File: config.mk
export PLATFORM = sky130hd
export DESIGN_NAME = vx_csr_access_unit_flat
export DESIGN_NICKNAME = d
export VERILOG_FILES = /design/src/rtl/vx_csr_access_unit_pkg.sv /design/src/rtl/vx_csr_access_unit_if.sv /design/src/rtl/vx_csr_access_unit_rsp_reg.sv /design/src/rtl/vx_csr_access_unit.sv /design/src/flat_wrapper.sv
export SDC_FILE = /design/constraint.sdc
export NUM_CORES = 1
export LEC_CHECK = 0
export CAP_MARGIN = 20
export CORE_AREA = 2 2 239 241
export CTS_CLUSTER_SIZE = 10
export DETAILED_ROUTE_END_ITERATION = 10
export DIE_AREA = 0 0 241 243
export PLACE_DENSITY_LB_ADDON = 0.25
export REMOVE_ABC_BUFFERS = 1
export SYNTH_ARGS = -nofsm -noshare
export SYNTH_HDL_FRONTEND = slang
export SYNTH_SLANG_ARGS = --single-unit
File: constraint.sdc
create_clock -name clk -period 10.4 [get_ports clk]
set_input_delay 2.08 -clock clk [delete_from_list [all_inputs] [get_ports clk]]
set_output_delay 2.08 -clock clk [all_outputs]
set_load 0.005 [all_outputs]
File: src/rtl/vx_csr_access_unit_pkg.sv
// Shared CSR access types: op encodings, address constants and core sizing.
package vx_csr_access_unit_pkg;

  localparam int XLEN          = 32;
  localparam int NUM_THREADS   = 4;
  localparam int NUM_WARPS     = 4;
  localparam int NW_WIDTH      = 2;
  localparam int UUID_WIDTH    = 44;
  localparam int NR_BITS       = 5;
  localparam int CSR_ADDR_BITS = 12;

  typedef enum logic [1:0] {
    CSR_OP_NONE = 2'b00,
    CSR_OP_RW   = 2'b01,
    CSR_OP_RS   = 2'b10,
    CSR_OP_RC   = 2'b11
  } csr_op_t;

  // Addresses with both top bits set are read-only in the RISC-V CSR map.
  localparam logic [CSR_ADDR_BITS-1:0] CSR_RO_ADDR_MASK     = 12'hC00;
  localparam logic [CSR_ADDR_BITS-1:0] CSR_THREAD_ID        = 12'hCC0;
  localparam logic [CSR_ADDR_BITS-1:0] CSR_THREAD_ID_GLOBAL = 12'hCC5;

  function automatic logic csr_is_ro(input logic [CSR_ADDR_BITS-1:0] addr);
    return (addr & CSR_RO_ADDR_MASK) == CSR_RO_ADDR_MASK;
  endfunction

endpackage

File: src/rtl/vx_csr_access_unit_if.sv
// Request, CSR read/write and response bundle of the CSR access unit.
interface vx_csr_access_unit_if
  import vx_csr_access_unit_pkg::*;
#(
  parameter int NUM_LANES = NUM_THREADS
) ();

  logic                          req_valid;
  logic                          req_ready;
  logic [UUID_WIDTH-1:0]         req_uuid;
  logic [NW_WIDTH-1:0]           req_wid;
  logic [NUM_LANES-1:0]          req_tmask;
  csr_op_t                       req_op;
  logic [CSR_ADDR_BITS-1:0]      req_addr;
  logic                          req_use_imm;
  logic [4:0]                    req_imm;
  logic                          req_rs1_zero;
  logic [NUM_LANES*XLEN-1:0]     req_rs1_data;
  logic [NR_BITS-1:0]            req_rd;
  logic                          req_wb;

  logic                          read_enable;
  logic [UUID_WIDTH-1:0]         read_uuid;
  logic [NW_WIDTH-1:0]           read_wid;
  logic [CSR_ADDR_BITS-1:0]      read_addr;
  logic [XLEN-1:0]               read_data_ro;
  logic [XLEN-1:0]               read_data_rw;

  logic                          write_enable;
  logic [UUID_WIDTH-1:0]         write_uuid;
  logic [NW_WIDTH-1:0]           write_wid;
  logic [CSR_ADDR_BITS-1:0]      write_addr;
  logic [XLEN-1:0]               write_data;

  logic                          rsp_valid;
  logic                          rsp_ready;
  logic [UUID_WIDTH-1:0]         rsp_uuid;
  logic [NW_WIDTH-1:0]           rsp_wid;
  logic [NUM_LANES-1:0]          rsp_tmask;
  logic [NR_BITS-1:0]            rsp_rd;
  logic                          rsp_wb;
  logic [NUM_LANES*XLEN-1:0]     rsp_data;

  // The access unit: consumes requests, drives the CSR port and the response.
  modport master (
    input  req_valid, req_uuid, req_wid, req_tmask, req_op, req_addr,
           req_use_imm, req_imm, req_rs1_zero, req_rs1_data, req_rd, req_wb,
    output req_ready,
    output read_enable, read_uuid, read_wid, read_addr,
    input  read_data_ro, read_data_rw,
    output write_enable, write_uuid, write_wid, write_addr, write_data,
    output rsp_valid, rsp_uuid, rsp_wid, rsp_tmask, rsp_rd, rsp_wb, rsp_data,
    input  rsp_ready
  );

  // The surroundings: dispatch, CSR data block and writeback.
  modport slave (
    output req_valid, req_uuid, req_wid, req_tmask, req_op, req_addr,
           req_use_imm, req_imm, req_rs1_zero, req_rs1_data, req_rd, req_wb,
    input  req_ready,
    input  read_enable, read_uuid, read_wid, read_addr,
    output read_data_ro, read_data_rw,
    input  write_enable, write_uuid, write_wid, write_addr, write_data,
    input  rsp_valid, rsp_uuid, rsp_wid, rsp_tmask, rsp_rd, rsp_wb, rsp_data,
    output rsp_ready
  );

endinterface

File: src/rtl/vx_csr_access_unit_rsp_reg.sv
// One-entry valid/ready pipeline register; reloads on the same cycle it drains.
module vx_csr_access_unit_rsp_reg #(
  parameter int DATAW = 8
) (
  input  logic             clk,
  input  logic             reset,
  input  logic             in_valid,
  output logic             in_ready,
  input  logic [DATAW-1:0] in_data,
  output logic             out_valid,
  input  logic             out_ready,
  output logic [DATAW-1:0] out_data
);

  logic             valid_d, valid_q;
  logic [DATAW-1:0] data_d, data_q;

  assign in_ready  = !valid_q || out_ready;
  assign out_valid = valid_q;
  assign out_data  = data_q;

  // Next-state: load on accept, otherwise hold the entry stable.
  always_comb begin
    valid_d = valid_q;
    data_d  = data_q;
    if (in_ready) begin
      valid_d = in_valid;
      if (in_valid) begin
        data_d = in_data;
      end else begin
        data_d = data_q;
      end
    end else begin
      valid_d = valid_q;
      data_d  = data_q;
    end
  end

  // State flops; async reset discards any pending entry.
  always_ff @(posedge clk or posedge reset) begin
    if (reset) begin
      valid_q <= 1'b0;
      data_q  <= '0;
    end else begin
      valid_q <= valid_d;
      data_q  <= data_d;
    end
  end

endmodule

File: src/rtl/vx_csr_access_unit.sv
// CSR access unit: executes CSRRW/RS/RC per warp and returns the old value per lane.
module vx_csr_access_unit
  import vx_csr_access_unit_pkg::*;
#(
  parameter string INSTANCE_ID = "",
  parameter int    CORE_ID     = 0,
  parameter int    NUM_LANES   = NUM_THREADS
) (
  input  logic                clk,
  input  logic                reset,
  vx_csr_access_unit_if.master bus
);

  localparam int LANE_BITS = (NUM_LANES > 1) ? $clog2(NUM_LANES) : 1;
  localparam int RSP_DATAW = UUID_WIDTH + NW_WIDTH + NUM_LANES + NR_BITS + 1 + NUM_LANES * XLEN;
  localparam int WARP_BASE = CORE_ID * NUM_WARPS;

  logic                          rsp_in_ready_s;
  logic                          fire_s;
  logic [LANE_BITS-1:0]          sel_lane_s;
  logic [XLEN-1:0]               opnd_s;
  logic [XLEN-1:0]               old_s;
  logic [XLEN-1:0]               wdata_s;
  logic                          wr_suppress_s;
  logic [XLEN-1:0]               gid_base_s;
  logic [NUM_LANES-1:0][XLEN-1:0] lane_data_s;
  logic [RSP_DATAW-1:0]          rsp_payload_s;

  // Requests are never accepted while reset is held, so no CSR access leaks out.
  assign bus.req_ready = rsp_in_ready_s;
  assign fire_s        = bus.req_valid && rsp_in_ready_s && !reset;

  assign bus.read_enable = fire_s;
  assign bus.read_uuid   = bus.req_uuid;
  assign bus.read_wid    = bus.req_wid;
  assign bus.read_addr   = bus.req_addr;

  // Operand lane: lowest set bit of tmask, lane 0 when tmask is empty.
  always_comb begin
    sel_lane_s = '0;
    for (int i = NUM_LANES - 1; i >= 0; i--) begin
      if (bus.req_tmask[i]) begin
        sel_lane_s = LANE_BITS'(i);
      end else begin
        sel_lane_s = sel_lane_s;
      end
    end
  end

  assign opnd_s = bus.req_use_imm ? XLEN'(bus.req_imm)
                                  : bus.req_rs1_data[sel_lane_s * XLEN +: XLEN];
  assign old_s  = bus.read_data_ro | bus.read_data_rw;

  // New CSR value by operation; an illegal op rewrites nothing meaningful.
  always_comb begin
    case (bus.req_op)
      CSR_OP_RW: wdata_s = opnd_s;
      CSR_OP_RS: wdata_s = old_s | opnd_s;
      CSR_OP_RC: wdata_s = old_s & ~opnd_s;
      default:   wdata_s = old_s;
    endcase
  end

  // Set/clear with a zero operand source is a pure read and must not write.
  assign wr_suppress_s = ((bus.req_op == CSR_OP_RS) || (bus.req_op == CSR_OP_RC))
                      && (bus.req_use_imm ? (bus.req_imm == 5'd0) : bus.req_rs1_zero);

  assign bus.write_enable = fire_s && (bus.req_op != CSR_OP_NONE)
                         && !csr_is_ro(bus.req_addr) && !wr_suppress_s;
  assign bus.write_uuid   = bus.req_uuid;
  assign bus.write_wid    = bus.req_wid;
  assign bus.write_addr   = bus.req_addr;
  assign bus.write_data   = wdata_s;

  assign gid_base_s = XLEN'((WARP_BASE + int'(bus.req_wid)) * NUM_LANES);

  for (genvar i = 0; i < NUM_LANES; i++) begin : g_lane
    assign lane_data_s[i] = !bus.req_tmask[i]                        ? XLEN'(0) :
                            (bus.req_addr == CSR_THREAD_ID)          ? XLEN'(i) :
                            (bus.req_addr == CSR_THREAD_ID_GLOBAL)   ? gid_base_s + XLEN'(i) :
                                                                       old_s;
  end

  vx_csr_access_unit_rsp_reg #(
    .DATAW (RSP_DATAW)
  ) u_rsp_reg (
    .clk       (clk),
    .reset     (reset),
    .in_valid  (fire_s),
    .in_ready  (rsp_in_ready_s),
    .in_data   ({bus.req_uuid, bus.req_wid, bus.req_tmask, bus.req_rd, bus.req_wb, lane_data_s}),
    .out_valid (bus.rsp_valid),
    .out_ready (bus.rsp_ready),
    .out_data  (rsp_payload_s)
  );

  assign {bus.rsp_uuid, bus.rsp_wid, bus.rsp_tmask, bus.rsp_rd, bus.rsp_wb, bus.rsp_data} = rsp_payload_s;

endmodule

File: src/flat_wrapper.sv
// flat-port wrapper written by rule: the top's interface ports become plain ports
module vx_csr_access_unit_flat import vx_csr_access_unit_pkg::*;
#(
  parameter string INSTANCE_ID = "",
  parameter int    CORE_ID     = 0,
  parameter int    NUM_LANES   = NUM_THREADS
)
  (clk, reset, bus_req_valid, bus_req_uuid, bus_req_wid, bus_req_tmask, bus_req_op, bus_req_addr, bus_req_use_imm, bus_req_imm, bus_req_rs1_zero, bus_req_rs1_data, bus_req_rd, bus_req_wb, bus_req_ready, bus_read_enable, bus_read_uuid, bus_read_wid, bus_read_addr, bus_read_data_ro, bus_read_data_rw, bus_write_enable, bus_write_uuid, bus_write_wid, bus_write_addr, bus_write_data, bus_rsp_valid, bus_rsp_uuid, bus_rsp_wid, bus_rsp_tmask, bus_rsp_rd, bus_rsp_wb, bus_rsp_data, bus_rsp_ready);
  vx_csr_access_unit_if #(.NUM_LANES(NUM_LANES)) bus_i ();
  input  logic clk;
  input  logic reset;
  input wire logic [$bits(bus_i.req_valid)-1:0] bus_req_valid;
  input wire logic [$bits(bus_i.req_uuid)-1:0] bus_req_uuid;
  input wire logic [$bits(bus_i.req_wid)-1:0] bus_req_wid;
  input wire logic [$bits(bus_i.req_tmask)-1:0] bus_req_tmask;
  input wire logic [$bits(bus_i.req_op)-1:0] bus_req_op;
  input wire logic [$bits(bus_i.req_addr)-1:0] bus_req_addr;
  input wire logic [$bits(bus_i.req_use_imm)-1:0] bus_req_use_imm;
  input wire logic [$bits(bus_i.req_imm)-1:0] bus_req_imm;
  input wire logic [$bits(bus_i.req_rs1_zero)-1:0] bus_req_rs1_zero;
  input wire logic [$bits(bus_i.req_rs1_data)-1:0] bus_req_rs1_data;
  input wire logic [$bits(bus_i.req_rd)-1:0] bus_req_rd;
  input wire logic [$bits(bus_i.req_wb)-1:0] bus_req_wb;
  output wire logic [$bits(bus_i.req_ready)-1:0] bus_req_ready;
  output wire logic [$bits(bus_i.read_enable)-1:0] bus_read_enable;
  output wire logic [$bits(bus_i.read_uuid)-1:0] bus_read_uuid;
  output wire logic [$bits(bus_i.read_wid)-1:0] bus_read_wid;
  output wire logic [$bits(bus_i.read_addr)-1:0] bus_read_addr;
  input wire logic [$bits(bus_i.read_data_ro)-1:0] bus_read_data_ro;
  input wire logic [$bits(bus_i.read_data_rw)-1:0] bus_read_data_rw;
  output wire logic [$bits(bus_i.write_enable)-1:0] bus_write_enable;
  output wire logic [$bits(bus_i.write_uuid)-1:0] bus_write_uuid;
  output wire logic [$bits(bus_i.write_wid)-1:0] bus_write_wid;
  output wire logic [$bits(bus_i.write_addr)-1:0] bus_write_addr;
  output wire logic [$bits(bus_i.write_data)-1:0] bus_write_data;
  output wire logic [$bits(bus_i.rsp_valid)-1:0] bus_rsp_valid;
  output wire logic [$bits(bus_i.rsp_uuid)-1:0] bus_rsp_uuid;
  output wire logic [$bits(bus_i.rsp_wid)-1:0] bus_rsp_wid;
  output wire logic [$bits(bus_i.rsp_tmask)-1:0] bus_rsp_tmask;
  output wire logic [$bits(bus_i.rsp_rd)-1:0] bus_rsp_rd;
  output wire logic [$bits(bus_i.rsp_wb)-1:0] bus_rsp_wb;
  output wire logic [$bits(bus_i.rsp_data)-1:0] bus_rsp_data;
  input wire logic [$bits(bus_i.rsp_ready)-1:0] bus_rsp_ready;
  assign bus_i.req_valid = bus_req_valid;
  assign bus_i.req_uuid = bus_req_uuid;
  assign bus_i.req_wid = bus_req_wid;
  assign bus_i.req_tmask = bus_req_tmask;
  assign bus_i.req_op = bus_req_op;
  assign bus_i.req_addr = bus_req_addr;
  assign bus_i.req_use_imm = bus_req_use_imm;
  assign bus_i.req_imm = bus_req_imm;
  assign bus_i.req_rs1_zero = bus_req_rs1_zero;
  assign bus_i.req_rs1_data = bus_req_rs1_data;
  assign bus_i.req_rd = bus_req_rd;
  assign bus_i.req_wb = bus_req_wb;
  assign bus_req_ready = bus_i.req_ready;
  assign bus_read_enable = bus_i.read_enable;
  assign bus_read_uuid = bus_i.read_uuid;
  assign bus_read_wid = bus_i.read_wid;
  assign bus_read_addr = bus_i.read_addr;
  assign bus_i.read_data_ro = bus_read_data_ro;
  assign bus_i.read_data_rw = bus_read_data_rw;
  assign bus_write_enable = bus_i.write_enable;
  assign bus_write_uuid = bus_i.write_uuid;
  assign bus_write_wid = bus_i.write_wid;
  assign bus_write_addr = bus_i.write_addr;
  assign bus_write_data = bus_i.write_data;
  assign bus_rsp_valid = bus_i.rsp_valid;
  assign bus_rsp_uuid = bus_i.rsp_uuid;
  assign bus_rsp_wid = bus_i.rsp_wid;
  assign bus_rsp_tmask = bus_i.rsp_tmask;
  assign bus_rsp_rd = bus_i.rsp_rd;
  assign bus_rsp_wb = bus_i.rsp_wb;
  assign bus_rsp_data = bus_i.rsp_data;
  assign bus_i.rsp_ready = bus_rsp_ready;
  vx_csr_access_unit #(.INSTANCE_ID(INSTANCE_ID), .CORE_ID(CORE_ID), .NUM_LANES(NUM_LANES)) u_core (.clk(clk), .reset(reset), .bus(bus_i));
endmodule
## Word-level counts from Yosys, hierarchy flattened

Cells that the tools add are included.

- Reductions and logical operators: 15
- Shift-type cells: 1
- Eq/ne operators: 6
- Add/subtract/negate cells: 3
- Bitwise operators: 4
- Mux-type cells: 19

Operator list:

| kind | count |
|---|---|
| 32-bit 2-to-1 mux | 13 |
| 128-bit by 8-bit variable part select with 32-bit output | 1 |
| 32-bit case mux with 3 select lines | 1 |
| 32-bit OR | 2 |
| 32-bit bitwise AND | 1 |
| 32-bit inverter | 1 |
| 12-bit == test, second input constant | 2 |
| 4-bit by 2-bit adder with 5-bit output, second input constant | 2 |
| 2-bit 2-to-1 mux | 4 |
| 2-bit == test, second input constant | 3 |
| 1-bit logical AND | 6 |
| 4-bit by 1-bit adder with 5-bit output, second input constant | 1 |
| 5-bit zero test | 1 |
| 1-bit zero test | 4 |
| 2-bit by 1-bit == test with 1-bit output, second input constant | 1 |
| 1-bit logical OR | 2 |
| 2-bit AND reduction | 1 |
| 2-bit nonzero test | 1 |
| 1-bit 2-to-1 mux | 1 |

- Flip-flop bits (word level): 185
- Word-level logic and storage cells: 50
- Input bits: 273

## Depth between registers and ports, before layout

Gate-level depths: netlist of the first run.

- Word-level depth: 9
- Gate-level depth with buffers: 8
- Depth with buffers taken out: 5

## Hierarchy

From an unflattened synthesis of the first run, not the netlist that was laid out.

- Cell total of the unflattened synthesis: 981
- Area total of the unflattened synthesis: 11080.6 um^2

Modules (own cells, without submodules):

| module | cells each | instances | sequential area each (um^2) | area each (um^2) |
|---|---|---|---|---|
| vx_csr_access_unit_rsp_reg | 393 | 1 | 4629.4 | 7544.7 |
| vx_csr_access_unit | 588 | 1 | 0.0 | 3535.9 |

## Least setup slack after synthesis of the first run

OpenSTA, ideal clock, no wires.

- Path type: input to output
- Start: input reset
- End: output bus_write_enable
- Cell stages on the path: 5
- Data arrival time: 7.651 ns
- Slack: 0.669 ns
- Cell sequence: inv_1 nand3_1 clkbuf_1 buf_2 a221oi_1

- Cells in the longest elaborated chain, start to end: 5

RTL lines:

| element | line | text |
|---|---|---|
| from (decl) | flat_wrapper.sv:11 | `input logic reset;` |
| 1-bit zero test | vx_csr_access_unit.sv:31 | `assign fire_s = bus.req_valid && rsp_in_ready_s && !reset;` |
| 1-bit logical AND | vx_csr_access_unit.sv:31 |  |
| 1-bit logical AND | vx_csr_access_unit.sv:68 | `assign bus.write_enable = fire_s && (bus.req_op != CSR_OP_NONE)` |
| 1-bit logical AND (2 in series) | vx_csr_access_unit.sv:69 | `&& !csr_is_ro(bus.req_addr) && !wr_suppress_s;` |
| to (decl) | flat_wrapper.sv:31 | `output wire logic [$bits(bus_i.write_enable)-1:0] bus_write_enable;` |

Every way passes these cells.

## Final worst setup path of the first run

- Start: input bus_req_tmask[3]
- End: output bus_write_data[30]

- Cells in the longest elaborated chain, start to end: 9
- Elaborated cells on any way between the ends: 10
- Classes of those cells: 1 x shift; 6 x mux; 3 x bitwise

RTL lines:

| element | line | text |
|---|---|---|
| from (decl) | flat_wrapper.sv:15 | `input wire logic [$bits(bus_i.req_tmask)-1:0] bus_req_tmask;` |
| 2-bit 2-to-1 mux * (4 in series) | vx_csr_access_unit.sv:42 | `if (bus.req_tmask[i]) begin` |
| 128-bit by 8-bit variable part select with 32-bit output * | vx_csr_access_unit.sv:51 | `: bus.req_rs1_data[sel_lane_s * XLEN +: XLEN];` |
| 32-bit 2-to-1 mux * | vx_csr_access_unit.sv:50 | `assign opnd_s = bus.req_use_imm ? XLEN'(bus.req_imm)` |
| 32-bit inverter | vx_csr_access_unit.sv:59 | `CSR_OP_RC: wdata_s = old_s & ~opnd_s;` |
| 32-bit bitwise AND | vx_csr_access_unit.sv:59 |  |
| 32-bit case mux with 3 select lines * | vx_csr_access_unit.sv:56 | `case (bus.req_op)` |
| to (decl) | flat_wrapper.sv:35 | `output wire logic [$bits(bus_i.write_data)-1:0] bus_write_data;` |

Mark *: on every way between the ends. The rest lies on a longest branch, timed or not.

==> results.yml, run 1 <==
die:
  num_rows: 87
  chipHeight_um: 243
  die_area_mm2: 0.05856
  ioPinCount: 609
  start_util: 0.1700
  die_w_um: 241
  core-area_mm2: 0.05595
place:
  placed_cells: 2185
  gp_congestion: 0.7982
  dp_slack_ns: 3.062
  dpl.hpwl_um: 35120
  dpl-instance-area_mm2: 0.01550
  numPortBuffers: 608
timing:
  tightest_slew_ns: 1.149
  min_period_over_period: 0.6994
  max_freq_mhz: 137.5
  setup_viol: 0
  final_hold_viol_count: 0
  drv_slew: 0
  rsz0062_at_grt: "no"
  min_period_ns: 7.273
  relSlewSlack: 0.2326
  skew_ns: 0.01489
  layout_setup_ws_ns: 3.127
  timing.hold.ws_ns: 0.4761
  setup-tns-final_ns: 0
hold_path:
  worstHoldStart: "u_core.u_rsp_reg.out_data[128]"
  holdPathStages: 2
  hold_end: "u_core.u_rsp_reg.out_data[128]"
  hp-class: "reg2reg"
worst_setup_path:
  r2r_start: "u_core.u_rsp_reg.out_valid"
  r2r_end: "u_core.u_rsp_reg.out_data[71]"
  reg2regPathDepth: 6
  r2r_setup_slack_ns: 7.63
  timing.critical_path.from_type: "input pin"
  worstPathMaxFanout: 28
  path_class: "in2out"
  worstPathArrival_ns: 5.19
  cp.required_ns: 8.32
  endpoint_kind: "primary output"
drt:
  drtPass1Iterations: 5
  drt_iter0_drc: 709
  drt-vias-per-instance: 4.322
  wl_um: 47700
  wl_met3_um: 3986
  wl_per_cell_um: 21.52
  antenna_left: 0
  met1_length_um: 19480
  wl_met2_um: 23130
  num_vias: 9581
  routed.top_layer: "met4"
  drc_errors: 0
grt:
  grt_pass1_wl_um: 66560
  antenna_found_initial: 2
  grt.total_usage: 0.1577
  grt_pass1_vias: 9708
  gr-total-overflow: 0
  grt_max_degree: 129
layout:
  final_layout_size_suffix_gt1_frac: 0.04521
  instances_no_fill: 2217
  seq_area_mm2: 0.004629
  fin_nets: 1721
  multi_input_area_mm2: 0.003694
  area_delta_synth_final_pct: 69.57
  mostFrequentLayoutCell: "clkdlybuf4s50_1"
  post-route-util: 0.2882
  design_area_mm2: 0.01613
  most-common-layout-cells: "clkdlybuf4s50_1, nand2_1, dfrtp_1"
  n_fill_cell: 5992
logic_synthesis:
  synth.avg_cell_area_um2: 9.558
  netlist_instances: 995
  syn-cell-area_mm2: 0.009510
  synth_seq_area_share: 0.4868
  ys.warnings.count: 0
  synth_flop_cell: "dfrtp_1"
  yosys_register_bits: 185
  yosysUniqueCellTypes: 46
  synthArstFlopShare: 1.000
  synth_edf_count: 0
clocking:
  cts_tree: "built"
  cts_buffers: 17
  htree_levels: 4
  post-cts-setup-buffers: 0
  worstSkewPairLatency_ns: 0.48
  hold_buffers: 0
  clockBufferDepth: 2
  clkSinkCount: 185
  clk_pin_slew_ns: 0.07
  root_buffer: "clkbuf_16"
  postCtsResizedCells: 0
power_and_ir_drop:
  power_leakage_nw: 6.595
  p_per_area_mw_per_mm2: 145.5
  power_mw: 2.346
  vdd_ir_drop_max_v: 0.0001264
status:
  outcome: "finished clean"
run:
  maxCapViolations: 0
-- Yosys cell counts, types with 2 or more instances --
master / n / area share
a211oi_1: 3 / 0.0024
o21ai_0: 58 / 0.031
a31o_2: 2 / 0.0018
nand2_1: 209 / 0.082
buf_2: 17 / 0.0089
o21ai_1: 3 / 0.0016
clkbuf_1: 39 / 0.015
o21ba_2: 2 / 0.0021
o21a_1: 2 / 0.0016
a222oi_1: 2 / 0.0021
a31oi_1: 5 / 0.0033
nor2b_1: 2 / 0.0013
a21oi_1: 15 / 0.0079
and2_4: 2 / 0.0018
a22o_1: 118 / 0.11
dfrtp_1: 185 / 0.49
a221o_1: 2 / 0.0021
nor3_1: 4 / 0.0021
a221oi_1: 31 / 0.029
nor2_1: 66 / 0.026
o2bb2ai_1: 25 / 0.023
and2_1: 5 / 0.0033
or2_2: 3 / 0.0020
nand2b_1: 3 / 0.0020
buf_6: 6 / 0.0071
buf_1: 6 / 0.0024
a22oi_1: 2 / 0.0016
buf_4: 118 / 0.093
inv_1: 11 / 0.0043
o221ai_1: 27 / 0.025
a21o_1: 4 / 0.0032
and3b_1: 4 / 0.0037
-- power breakdown --
group | internal (mW) | switching (mW) | total [mW]
clock | 0.406 | 0.319 | 0.725
combinational | 0.435 | 0.293 | 0.728
sequential | 0.829 | 0.0644 | 0.893
-- routing by layer --
layer	GRT usage	vias up
met4	0.05192	0
met3	0.04674	48
li1	-	4365
met1	0.1894	4647
met2	0.2672	521
met5	0	-
-- kinds of logic (layout without fill, tap and decap cells) --
| logic type | after synthesis | after routing | share of synthesized area |
|---|---|---|---|
| flip-flops | 185 | 185 | 0.4868 |
| XOR/XNOR | 2 | 2 | 0.001842 |
| AO/OA/AOI/OAI | 303 | 303 | 0.2479 |
| AND/OR/NAND/NOR | 305 | 305 | 0.1304 |
| multiplexers | 1 | 1 | 0.001053 |
| other | 0 | 1 | 0 |
| buffers and inverters | 199 | 664 | 0.1321 |
-- layout make-up --
type,count,area share
Clock buffer,19,0.02684
Multi-Input combinational cell,611,0.2290
Tap cell,756,0.05865
Inverter,13,0.003491
Sequential cell,185,0.2871
Timing Repair Buffer,620,0.3830
Antenna cell,1,0.0001552
Clock inverter,12,0.01179
-- worst max-delay path by stage --
stage                     slack (ns)  depth (start not counted)              from                 end
after floorplan                -6.19                          3             reset     bus_read_enable
after global placement          3.07                          6             reset     bus_read_enable
after detailed placement        3.06                          6             reset     bus_read_enable
after CTS                       3.07                          6             reset     bus_read_enable
after global routing            2.84                          6             reset     bus_read_enable
final                           3.13                          7  bus_req_tmask[3]  bus_write_data[30]
-- critical path, stage by stage --
cell	delay [ns]
clkdlybuf4s50_1	0.66
nor2b_4	0.99
a22oi_1	0.16
o21ai_0	0.32
a222oi_1	0.13
a211oi_1	0.28
clkdlybuf4s50_1	0.57
-- sequential cells by signal (all words and copies together) (netlist names) --
| register | cells |
|---|---|
| u_core.u_rsp_reg.out_data | 184 |
| u_core.u_rsp_reg.out_valid | 1 |
Power figures use the tool's default switching activity.
==> run 2, diff against run 1 <==
==> constraint.sdc (replaced) <==
create_clock -name clk -period 7.2 [get_ports clk]
set_input_delay 1.44 -clock clk [delete_from_list [all_inputs] [get_ports clk]]
set_output_delay 1.44 -clock clk [all_outputs]
set_load 0.005 [all_outputs]
==> results.yml, run 2 (synthesis gave the netlist of run 1 again) <==
power_and_ir_drop:
  power_leakage_nw: 6.589
  p_per_area_mw_per_mm2: 208.4
  vdd_ir_drop_max_v: 0.0001870
grt:
  gr-total-overflow: 0
  grt_pass1_vias: 9846
  antenna_found_initial: 4
  grt.total_usage: 0.1624
  grt_pass1_wl_um: 68700
  grt_max_degree: 154
layout:
  post-route-util: 0.2883
  design_area_mm2: 0.01613
  final_layout_size_suffix_gt1_frac: 0.04654
  fin_nets: 1722
  most-common-layout-cells: "clkdlybuf4s50_1, nand2_1, dfrtp_1"
  largest_reg_flops: 184
  n_fill_cell: 5966
  mostFrequentLayoutCell: "clkdlybuf4s50_1"
  area_delta_synth_final_pct: 69.58
worst_setup_path:
  reg2regPathDepth: 6
  worstPathMaxFanout: 28
  path_class: "in2out"
  cp.required_ns: 5.76
  worstPathCellList: "clkdlybuf4s50_1 > nor2b_4 > a22oi_1 > o21ai_0 > a222oi_1 > a211oi_1 > clkdlybuf4s50_1"
  timing.critical_path.from_type: "input pin"
  worstPathArrival_ns: 4.53
  cpPeakStageDelay_ns: 1.00
  endpoint_kind: "primary output"
  critical_path.slowest_cell: "nor2b_4"
  path_common_cell: "clkdlybuf4s50_1"
die:
  die_w_um: 241
  core-area_mm2: 0.05595
  chipHeight_um: 243
  ioPinCount: 609
  num_rows: 87
  start_util: 0.1700
  die_area_mm2: 0.05856
clocking:
  root_buffer: "clkbuf_16"
  worstSkewPairLatency_ns: 0.48
  post-cts-setup-buffers: 0
  htree_levels: 4
  hold_buffers: 0
  cts_tree: "built"
  postCtsResizedCells: 0
  cts_buffers: 17
  clkSinkCount: 185
  clk_pin_slew_ns: 0.07
  clockBufferDepth: 2
drt:
  wl_um: 48510
  num_vias: 9633
  drtPass1Iterations: 5
  met1_length_um: 19510
  wl_per_cell_um: 21.85
  routed.top_layer: "met4"
  drc_errors: 0
  wl_met3_um: 4120
  drt-vias-per-instance: 4.339
  antenna_left: 0
  drt_iter0_drc: 502
  wl_met2_um: 23860
timing:
  min_period_ns: 5.968
  tightest_slew_ns: 1.176
  drv_slew: 0
  min_period_over_period: 0.8289
  setup_viol: 0
  rsz0062_at_grt: "no"
  final_hold_viol_count: 0
  relSlewSlack: 0.2147
  max_freq_mhz: 167.6
  timing.hold.ws_ns: 0.4766
  skew_ns: 0.008836
place:
  gp_congestion: 0.8433
  numPortBuffers: 608
  dpl-instance-area_mm2: 0.01549
  dpl.hpwl_um: 35500
hold_path:
  hp-class: "reg2reg"
  holdPathStages: 2
run:
  maxCapViolations: 0
status:
  outcome: "finished clean"
==> run 2: path summary, 6_finish.rpt <==
kind | start | to | slack, ns
max | bus_req_tmask[3] | bus_write_data[30] | 1.23
min | u_core.u_rsp_reg.out_data[177] | u_core.u_rsp_reg.out_data[177] | 0.48
max reg2reg | u_core.u_rsp_reg.out_valid | u_core.u_rsp_reg.out_data[39] | 4.79
min reg2reg | u_core.u_rsp_reg.out_data[177] | u_core.u_rsp_reg.out_data[177] | 0.48
max in group asynchronous | reset | u_core.u_rsp_reg.out_data[19] | 4.44
min in group asynchronous | reset | u_core.u_rsp_reg.out_valid | 1.44
==> run 2: routing by layer <==
| metal | global-route usage | vias to the layer above |
|---|---|---|
| li1 | - | 4369 |
| met1 | 0.1899 | 4724 |
| met2 | 0.2781 | 499 |
| met3 | 0.04902 | 41 |
| met4 | 0.05864 | 0 |
| met5 | 0 | - |
==> run 2: cell type report <==
type	instances	area, µm²	share of cell area
multi-input cells	611	3694	0.2290
well taps	756	945.9	0.05865
flip-flops and latches	185	4629	0.2870
repair buffers	621	6188	0.3837
inverters	13	56.30	0.003491
diodes	3	7.507	0.0004655
clock inverters	12	163.9	0.01016
clock buffers	19	442.9	0.02746
==> run 2: critical path: cells and delay by family <==
family / cells / cell delay [ns]
AO/OA/AOI/OAI: 4 / 0.87
AND/OR/NAND/NOR: 1 / 1.00
buffers and inverters: 2 / 1.20
==> run 2: metrics by stage <==
| step | std cells | power, mW | TNS, ns | setup slack (ns) |
|---|---|---|---|---|
| final | 2220 | 3.362 | 0 | 1.232 |
| after floorplan | 809 | 1.589 | -1129.58 | -8.108 |
| after CTS | 2216 | 3.419 | 0 | 1.230 |
| after detailed placement | 2185 | 2.368 | 0 | 1.223 |
| after global placement | 2185 | 2.363 | 0 | 1.273 |
| after global routing | 2220 | 3.540 | 0 | 1.117 |
==> run 2: where the power goes <==
group	internal (mW)	switching, mW	leakage (nW)
logic	0.628	0.424	3.97
registers	1.20	0.0932	2.33
clock network	0.558	0.462	0.288
total	2.38	0.979	6.59
==> run 3, diff against run 2 <==
==> constraint.sdc (replaced) <==
create_clock -name clk -period 6.1 [get_ports clk]
set_input_delay 1.22 -clock clk [delete_from_list [all_inputs] [get_ports clk]]
set_output_delay 1.22 -clock clk [all_outputs]
set_load 0.005 [all_outputs]
==> results.yml, run 3 (synthesis gave the netlist of run 1 again) <==
run:
  maxCapViolations: 0
place:
  dpl-instance-area_mm2: 0.01554
  numPortBuffers: 608
  dpl.hpwl_um: 35880
  gp_congestion: 0.8136
clocking:
  htree_levels: 4
  clockBufferDepth: 2
  clkSinkCount: 185
  clk_pin_slew_ns: 0.08
  hold_buffers: 0
  worstSkewPairLatency_ns: 0.49
  cts_tree: "built"
  cts_buffers: 17
  postCtsResizedCells: 0
  post-cts-setup-buffers: 0
  root_buffer: "clkbuf_16"
grt:
  antenna_found_initial: 6
  grt.total_usage: 0.1608
  grt_max_degree: 153
  grt_pass1_vias: 9752
  grt_pass1_wl_um: 67650
  gr-total-overflow: 0
drt:
  drt_iter0_drc: 466
  drt-vias-per-instance: 4.332
  antenna_left: 0
  drtPass1Iterations: 5
  drc_errors: 0
  wl_um: 48190
  wl_per_cell_um: 21.69
  num_vias: 9626
die:
  ioPinCount: 609
  start_util: 0.1700
  chipHeight_um: 243
  die_w_um: 241
  die_area_mm2: 0.05856
  core-area_mm2: 0.05595
  num_rows: 87
worst_setup_path:
  critical_path.slowest_cell: "nor2_4"
  cp.required_ns: 4.88
  path_class: "in2out"
  worstPathMaxFanout: 18
  cpPeakStageDelay_ns: 0.70
  endpoint_kind: "primary output"
  path_common_cell: "clkdlybuf4s50_1"
  worstPathCellList: "clkdlybuf4s50_1 > nor2_4 > buf_4 > o21ai_0 > o2bb2ai_1 > nand2_1 > o221ai_1 > clkdlybuf4s50_1"
  timing.critical_path.from_type: "input pin"
  worstPathArrival_ns: 4.03
timing:
  tightest_slew_ns: 0.9134
  skew_ns: 0.008053
  setup_viol: 0
  max_freq_mhz: 190.5
  relSlewSlack: 0.3901
  min_period_over_period: 0.8607
  min_period_ns: 5.250
  final_hold_viol_count: 0
  rsz0062_at_grt: "no"
  drv_slew: 0
status:
  outcome: "finished clean"
layout:
  post-route-util: 0.2883
  largest_reg_flops: 184
  fin_nets: 1726
  mostFrequentLayoutCell: "clkdlybuf4s50_1"
  area_delta_synth_final_pct: 69.62
  final_layout_size_suffix_gt1_frac: 0.04846
  design_area_mm2: 0.01613
  most-common-layout-cells: "clkdlybuf4s50_1, nand2_1, dfrtp_1"
power_and_ir_drop:
  p_per_area_mw_per_mm2: 244.4
  vdd_ir_drop_max_v: 0.0002258
  power_leakage_nw: 6.605
hold_path:
  hp-class: "reg2reg"
## run 3: layout make-up
type	count	area, µm²
Inverter	13	56.30
Tap cell	756	945.9
Multi-Input combinational cell	611	3694
Timing Repair Buffer	625	6218
Clock inverter	11	138.9
Clock buffer	20	446.7
Antenna cell	1	2.502
Fill cell	5914	39820
Sequential cell	185	4629
## run 3: path summary, 6_finish.rpt
| path | slack, ns | to | from | depth (start not counted) |
|---|---|---|---|---|
| max | 0.85 | bus_write_data[8] | bus_req_use_imm | 8 |
| min | 0.48 | u_core.u_rsp_reg.out_data[180] | u_core.u_rsp_reg.out_data[180] | 2 |
| max reg2reg | 3.99 | u_core.u_rsp_reg.out_data[71] | u_core.u_rsp_reg.out_valid | 5 |
| min reg2reg | 0.48 | u_core.u_rsp_reg.out_data[180] | u_core.u_rsp_reg.out_data[180] | 2 |
| max in group asynchronous | 3.28 | u_core.u_rsp_reg.out_data[85] | reset | 4 |
| min in group asynchronous | 1.11 | u_core.u_rsp_reg.out_data[173] | reset | 2 |
## run 3: per-stage QoR
stage          worst slack [ns]  setup TNS, ns  hold WS, ns  instances  power (mW)
6_report                 0.8498              0       0.4768       2222       3.943
3_5_place_dp             0.8566              0       0.4616       2190       2.800
3_3_place_gp             0.8914              0       0.4585       2190       2.796
2_1_floorplan            -8.768       -1323.91       0.4697        809       1.876
4_1_cts                  0.8521              0       0.4801       2221       4.006
5_1_grt                  0.7194              0       0.4900       2222       4.150
## run 3: critical path, delay by kind of cell
kind	cells	cell delay (ns)
buf+inv	3	1.54
compound gates	3	0.48
simple gates	2	0.78
## run 3: per-layer routing
layer	wire length (µm)	global-route usage
met5	51	0
met4	1237	0.05792
met3	4581	0.05163
met2	23480	0.2737
met1	18830	0.1876
## run 3: where the power goes
part | total [mW] | switching [mW] | internal, mW
logic | 1.24 | 0.501 | 0.743
clock network | 1.18 | 0.557 | 0.621
registers | 1.52 | 0.108 | 1.41
total | 3.94 | 1.17 | 2.78
